## config.mk

```make
export PLATFORM = sky130hd
export DESIGN_NAME = serial_subtractor
export DESIGN_NICKNAME = d
export VERILOG_FILES = /design/src/rtl/serial_sub_pkg.sv /design/src/rtl/full_subtractor.sv /design/src/rtl/serial_subtractor.sv
export SDC_FILE = /design/constraint.sdc
export NUM_CORES = 1
export LEC_CHECK = 0
export ABC_AREA = 1
export BUFFER_PORTS_ARGS = -buffer_cell sky130_fd_sc_hd__buf_2
export CAP_MARGIN = 20
export CORE_MARGIN = 10
export CORE_UTILIZATION = 50
export CTS_CLUSTER_DIAMETER = 60
export CTS_CLUSTER_SIZE = 10
export DETAILED_ROUTE_END_ITERATION = 7
export PLACE_DENSITY = 0.72
export SYNTH_ARGS = -nofsm -noshare
export SYNTH_HDL_FRONTEND = slang
export SYNTH_SLANG_ARGS = --single-unit
```

## constraint.sdc

```tcl
create_clock -name clk -period 1.8 [get_ports clk]
set_input_delay 0 -clock clk [delete_from_list [all_inputs] [get_ports clk]]
set_output_delay 0 -clock clk [all_outputs]
set_load 0.1 [all_outputs]
```

## src/rtl/serial_sub_pkg.sv

```systemverilog
// serial_sub_pkg: shared state encoding and default width for the serial subtractor
package serial_sub_pkg;
  localparam int DEF_WIDTH = 8;
  typedef enum logic [1:0] {IDLE = 2'd0, RUN = 2'd1, DONE = 2'd2} state_t;
endpackage

```

## src/rtl/full_subtractor.sv

```systemverilog
// full_subtractor: one-bit x - y - borrow_in cell
module full_subtractor (
  input  logic i_x,
  input  logic i_y,
  input  logic i_borrow_in,
  output logic o_diff,
  output logic o_borrow_out
);
  assign o_diff       = i_x ^ i_y ^ i_borrow_in;
  assign o_borrow_out = (~i_x & i_y) | (~i_x & i_borrow_in) | (i_y & i_borrow_in);
endmodule

```

## src/rtl/serial_subtractor.sv

```systemverilog
// serial_subtractor: LSB-first bit-serial a - b - borrow_in; optional o_ovf via SERIAL_SUBTRACTOR_OVF_EN
module serial_subtractor
  import serial_sub_pkg::*;
#(
  parameter int WIDTH = DEF_WIDTH
) (
  input  logic             clk,
  input  logic             rst_n,
  input  logic             i_start,
  input  logic [WIDTH-1:0] i_a,
  input  logic [WIDTH-1:0] i_b,
  input  logic             i_borrow_in,
  output logic             o_busy,
  output logic             o_done,
  output logic [WIDTH-1:0] o_diff,
`ifdef SERIAL_SUBTRACTOR_OVF_EN
  output logic             o_ovf,
`endif
  output logic             o_borrow_out
);
  localparam int CW = $clog2(WIDTH + 1);
  state_t           r_state, w_next;
  logic [WIDTH-1:0] r_sa, r_sb, r_sd;
  logic             r_br;
  logic [CW-1:0]    r_cnt;
  logic             w_d, w_br, w_load, w_last;
`ifdef SERIAL_SUBTRACTOR_OVF_EN
  logic             r_am, r_bm;
`endif

  full_subtractor u_fs (
    .i_x         (r_sa[0]),
    .i_y         (r_sb[0]),
    .i_borrow_in (r_br),
    .o_diff      (w_d),
    .o_borrow_out(w_br)
  );

  // next state and status outputs; DONE accepts a new start for back-to-back operation
  always_comb begin
    w_load = i_start && (r_state == IDLE || r_state == DONE);
    w_last = (r_state == RUN) && (r_cnt == CW'(WIDTH - 1));
    w_next = w_load ? RUN : w_last ? DONE : (r_state == DONE) ? IDLE : r_state;
    o_busy = r_state == RUN;
    o_done = r_state == DONE;
  end

  // state register
  always_ff @(posedge clk or negedge rst_n)
    if (!rst_n) r_state <= IDLE;
    else        r_state <= w_next;

  // datapath; the result is published on the edge entering DONE so it is valid while o_done is high
  always_ff @(posedge clk or negedge rst_n) begin
    if (!rst_n) begin
      r_sa         <= '0;
      r_sb         <= '0;
      r_sd         <= '0;
      r_br         <= 1'b0;
      r_cnt        <= '0;
      o_diff       <= '0;
      o_borrow_out <= 1'b0;
`ifdef SERIAL_SUBTRACTOR_OVF_EN
      r_am         <= 1'b0;
      r_bm         <= 1'b0;
      o_ovf        <= 1'b0;
`endif
    end else if (w_load) begin
      r_sa  <= i_a;
      r_sb  <= i_b;
      r_br  <= i_borrow_in;
      r_cnt <= '0;
`ifdef SERIAL_SUBTRACTOR_OVF_EN
      r_am  <= i_a[WIDTH-1];
      r_bm  <= i_b[WIDTH-1];
`endif
    end else if (r_state == RUN) begin
      r_sa  <= r_sa >> 1;
      r_sb  <= r_sb >> 1;
      r_br  <= w_br;
      r_sd  <= {w_d, r_sd[WIDTH-1:1]};
      r_cnt <= r_cnt + CW'(1);
      if (w_last) begin
        o_diff       <= {w_d, r_sd[WIDTH-1:1]};
        o_borrow_out <= w_br;
`ifdef SERIAL_SUBTRACTOR_OVF_EN
        o_ovf        <= (r_am != r_bm) && (w_d != r_am);
`endif
      end
    end
  end
endmodule

```

After elaboration in Yosys (flattened, before gate mapping)
Cells that the tools add are included.

Register bits after elaboration: 40. Input port bits: 20. Output and inout bits: 11.

$add $sub $neg: 1. Eq/ne operators: 3. Mux-type cells: 11. Bitwise gates (word level): 9. Reduce and logical (&&, ||, !) cells: 8.

Operators with widths (count): $mux 8 (4); $mux 4 (2); $mux 2 (3); $add 4x1->4 const B (1); $eq 4x3->1 const B (1); $and 1x1->1 (3); $reduce_and 3->1 (1); $reduce_bool 3->1 (1); $eq 2x1->1 const B (1); $eq 2x2->1 const B (1); $logic_and 1x1->1 (2); $logic_not 2->1 (1); $mux 1 (2); $not 1->1 (2); $or 1x1->1 (2); $reduce_and 2->1 (1); $reduce_bool 2->1 (1); $xor 1x1->1 (2); $logic_or 1x1->1 (1).

Depth between registers and ports, before layout
Depth in word-level cells: 6. Mapped depth: 7. Mapped depth without buffers: 7.

By module
Synthesis repeated with hierarchy kept, for this count alone.

Cell total of the unflattened synthesis: 203. Area total of the unflattened synthesis: 1774.2 um^2.

By module, submodules not included: serial_subtractor (instances 1, cells an instance 200, area an instance 1746.7 um^2, seq. area each 975.9 um^2); full_subtractor (instances 1, cells an instance 3, area an instance 27.5 um^2, seq. area each 0.0 um^2).

Least setup slack after synthesis
OpenSTA, ideal clock, no wires.

Kind: flip-flop to output port. Start point: register r_state[0]. End point: output o_done. Data arrival time: 1.717 ns. Data required time: 1.800 ns. Setup slack: 0.083 ns. Cell stages (with the launch flop): 2. Path buffers: 0. Path through: dfrtp_1 -> nor2_1.

Word-level cells in the longest chain between the ends: 1.

Ends and longest elaborated chain: start: declaration (line serial_subtractor.sv:22) `state_t r_state, w_next;`; start signal: assignment (line serial_subtractor.sv:51) `else r_state <= w_next;`; $eq 2x2->1 (line serial_subtractor.sv:45) `o_done = r_state == DONE;`; end: declaration (line serial_subtractor.sv:14) `output logic o_done,`.

Every way passes these cells.

Worst setup path in the final report
Start point: register r_state[1]. End point: output o_busy.

Word-level cells in the longest chain between the ends: 1.

Ends and longest elaborated chain: $eq 2x1->1 (line serial_subtractor.sv:44) `o_busy = r_state == RUN;`; end: declaration (line serial_subtractor.sv:13) `output logic o_busy,`.

Every way passes these cells.

==> flow_metrics.tcl <==
set metrics [dict create \
    run_status "complete, no violations" \
    first_global_vias 1460 \
    setup_violations 0 \
    worst_ep_arrival_time_ns 1.58 \
    fp.dieArea_um2 6180 \
    netlist_area_um2 1720 \
    cts_htree_levels 2 \
    drt_first_iter_violations 56 \
    core_um2 3340 \
    timing.fmax_mhz 632 \
    crit_path_cell_trace "inv_1 -> nand2_4 -> inv_6 -> clkbuf_4" \
    worst_pin_slew_ns 0.850 \
    synth.yosys.warnings 0 \
    crit_type "reg -> out" \
    synthesis.instances 188 \
    io_buffers 30 \
    fin_setup_tns_ns 0 \
    die-height_um 78.6 \
    drt.antenna.violating_nets 0 \
    final_layout_size_suffix_gt1_frac 0.226 \
    finalCritPeriodShare 0.879 \
    hpwl_mm 2.30 \
    synth.yosys.seq_area_share 0.569 \
    wire_length_of_the_first_global_routing_pass_mm 6.31 \
    relSlewSlack 0.433 \
    clkSinkCount 39 \
    grt_max_degree 40 \
    clockBufferDepth 2 \
    cts_tree "done" \
    maxCapViolations 0 \
    final_common_cell "sky130_fd_sc_hd__nand2_1" \
    initial_antenna_violation_count 0 \
    insertedDiodeCount 0 \
    grt.total_usage 0.126 \
    worst_clk_skew_ns 0.00774 \
    detail_route.wirelength_mm 3.53 \
    firstDrtPassIters 4 \
    mostFrequentLayoutCells "53 x sky130_fd_sc_hd__nand2_1, 39 x sky130_fd_sc_hd__dfrtp_1, 29 x sky130_fd_sc_hd__buf_2" \
    dieWidth_um 78.6 \
    clk_pin_slew_worst_paths_ns 0.11 \
    cpMaxStageDelayCell "sky130_fd_sc_hd__dfrtp_1" \
    setup_repair_after_global_routing_missed_its_margin "false" \
    slowest_delay_ns 0.37 \
    cts-root-buf "sky130_fd_sc_hd__clkbuf_4" \
    finalWeightedCongestion 0.834 \
    number_of_i_o_pins 31 \
    drt-vias-per-instance 4.82 \
    synth.distinct_cells 24 \
    tritoncts.num_buffers 5 \
    layout-area-overhead-vs-synth_pct 24.1 \
    overflow 0 \
    rows 21 \
    drc 0 \
    layout_min_cycle_time_ns 1.58 \
    final_nets 260 \
    hp-class "in -> reg" \
    finalHoldViolations 0 \
    detailroute.via_count 1375 \
    synth-seq-cells 39 \
    worstPathRequired_ns 1.80 \
    starting_density_of_the_core 0.514 \
    fill_cells 293 \
    syn-mean-instance-area_um2 9.13 \
    clk_latency_ns 0.35 \
    worstSetupStartpointType "register" \
    route.detailed.wl_per_inst_um 12.4 \
    endpoint_kind "primary output" \
    net_count_of_the_mapped_netlist 210 \
    worstPathMaxFanout 25 \
    count_of_pins_over_their_slew_limit 0 \
]
[Yosys cell counts]
cell type,n,area [um2]
sky130_fd_sc_hd__nor3_1,2,10.0
sky130_fd_sc_hd__nand2_1,53,199
sky130_fd_sc_hd__inv_6,1,8.76
sky130_fd_sc_hd__nand3_4,1,17.5
sky130_fd_sc_hd__o21ai_1,3,15.0
sky130_fd_sc_hd__buf_6,1,11.3
sky130_fd_sc_hd__nand2_2,2,12.5
sky130_fd_sc_hd__clkbuf_1,3,11.3
sky130_fd_sc_hd__nor2_1,17,63.8
sky130_fd_sc_hd__nand3_1,2,10.0
sky130_fd_sc_hd__dfrtp_1,39,976
sky130_fd_sc_hd__inv_2,1,3.75
sky130_fd_sc_hd__o211ai_2,1,12.5
sky130_fd_sc_hd__o211ai_1,1,7.51
sky130_fd_sc_hd__o21ai_0,23,115
sky130_fd_sc_hd__inv_1,15,56.3
sky130_fd_sc_hd__ha_1,1,12.5
sky130_fd_sc_hd__o22ai_2,1,12.5
sky130_fd_sc_hd__o21ai_2,8,70.1
sky130_fd_sc_hd__buf_2,1,5.00
sky130_fd_sc_hd__a21oi_1,8,40.0
sky130_fd_sc_hd__fa_1,1,20.0
sky130_fd_sc_hd__buf_4,2,15.0
sky130_fd_sc_hd__nand2_4,1,11.3
[metal layers]
metal	track usage	wire (um)	up-vias
met5	0	0	-
met4	0.0502	68	0
met3	0.0558	243	7
met2	0.207	1640	32
met1	0.139	1580	628
li1	-	-	708
[area by class of cell]
cell class | count | area [um2] | area share
Clock buffer | 7 | 45.0 | 0.0212
Clock inverter | 1 | 5.00 | 0.00235
Inverter | 17 | 68.8 | 0.0323
Multi-Input combinational cell | 125 | 629 | 0.296
Sequential cell | 39 | 976 | 0.458
Tap cell | 46 | 57.6 | 0.0270
Timing Repair Buffer | 50 | 348 | 0.163
[state kept, by name (all words and copies together), names as in the netlist]
signal	count
o_borrow_out	1
r_sd	7
r_sa	8
r_cnt	4
r_state	2
o_diff	8
r_br	1
r_sb	8
[critical path: cells and delay by family (launching register included)]
family / cells / cell delay (ns)
AND/OR/NAND/NOR: 1 / 0.20
buffers and inverters: 3 / 0.65
flip-flops: 1 / 0.37
[per-stage QoR]
step                utilization  cell area [um2]  hold slack, ns  instances  setup WS, ns
floorplan                     -             1720          -0.296        188        0.0828
global placement          0.568             1900           0.164        259         0.413
detailed placement        0.568             1900           0.153        259         0.368
CTS                       0.637             2130           0.114        285         0.112
global route              0.638             2130           0.131        285        0.0779
finish                    0.638             2130           0.124        285         0.218
[repair_timing]
item / in CTS / in global routing
setup buffers: 0 / 0
hold buffers: 18 / 0
setup endpoints to repair: 0 / 1
gates resized for setup: 0 / 1
endpoints found under the hold margin: 56 / 0
[cell families after synthesis]
logic type / Yosys count / synth area share
simple gates: 78 / 0.189
flops: 39 / 0.569
fa+ha+maj: 2 / 0.0189
compound gates: 45 / 0.159
buf+inv: 24 / 0.0649
[worst paths after layout]
check / startpoint / end / slack (ns) / cells after the start
min: i_start / r_state[0] / 0.12 / 4
max: r_state[1] / o_busy / 0.22 / 4
max reg2reg: r_state[1] / r_br / 0.36 / 6
min in group asynchronous: rst_n / o_diff[0] / 0.28 / 2
max in group asynchronous: rst_n / r_sd[5] / 0.98 / 2
min reg2reg: o_diff[2] / o_diff[2] / 0.49 / 2
Power is not shown: default switching activity piles up to over one toggle a cycle in this logic, so the estimate is an artifact.
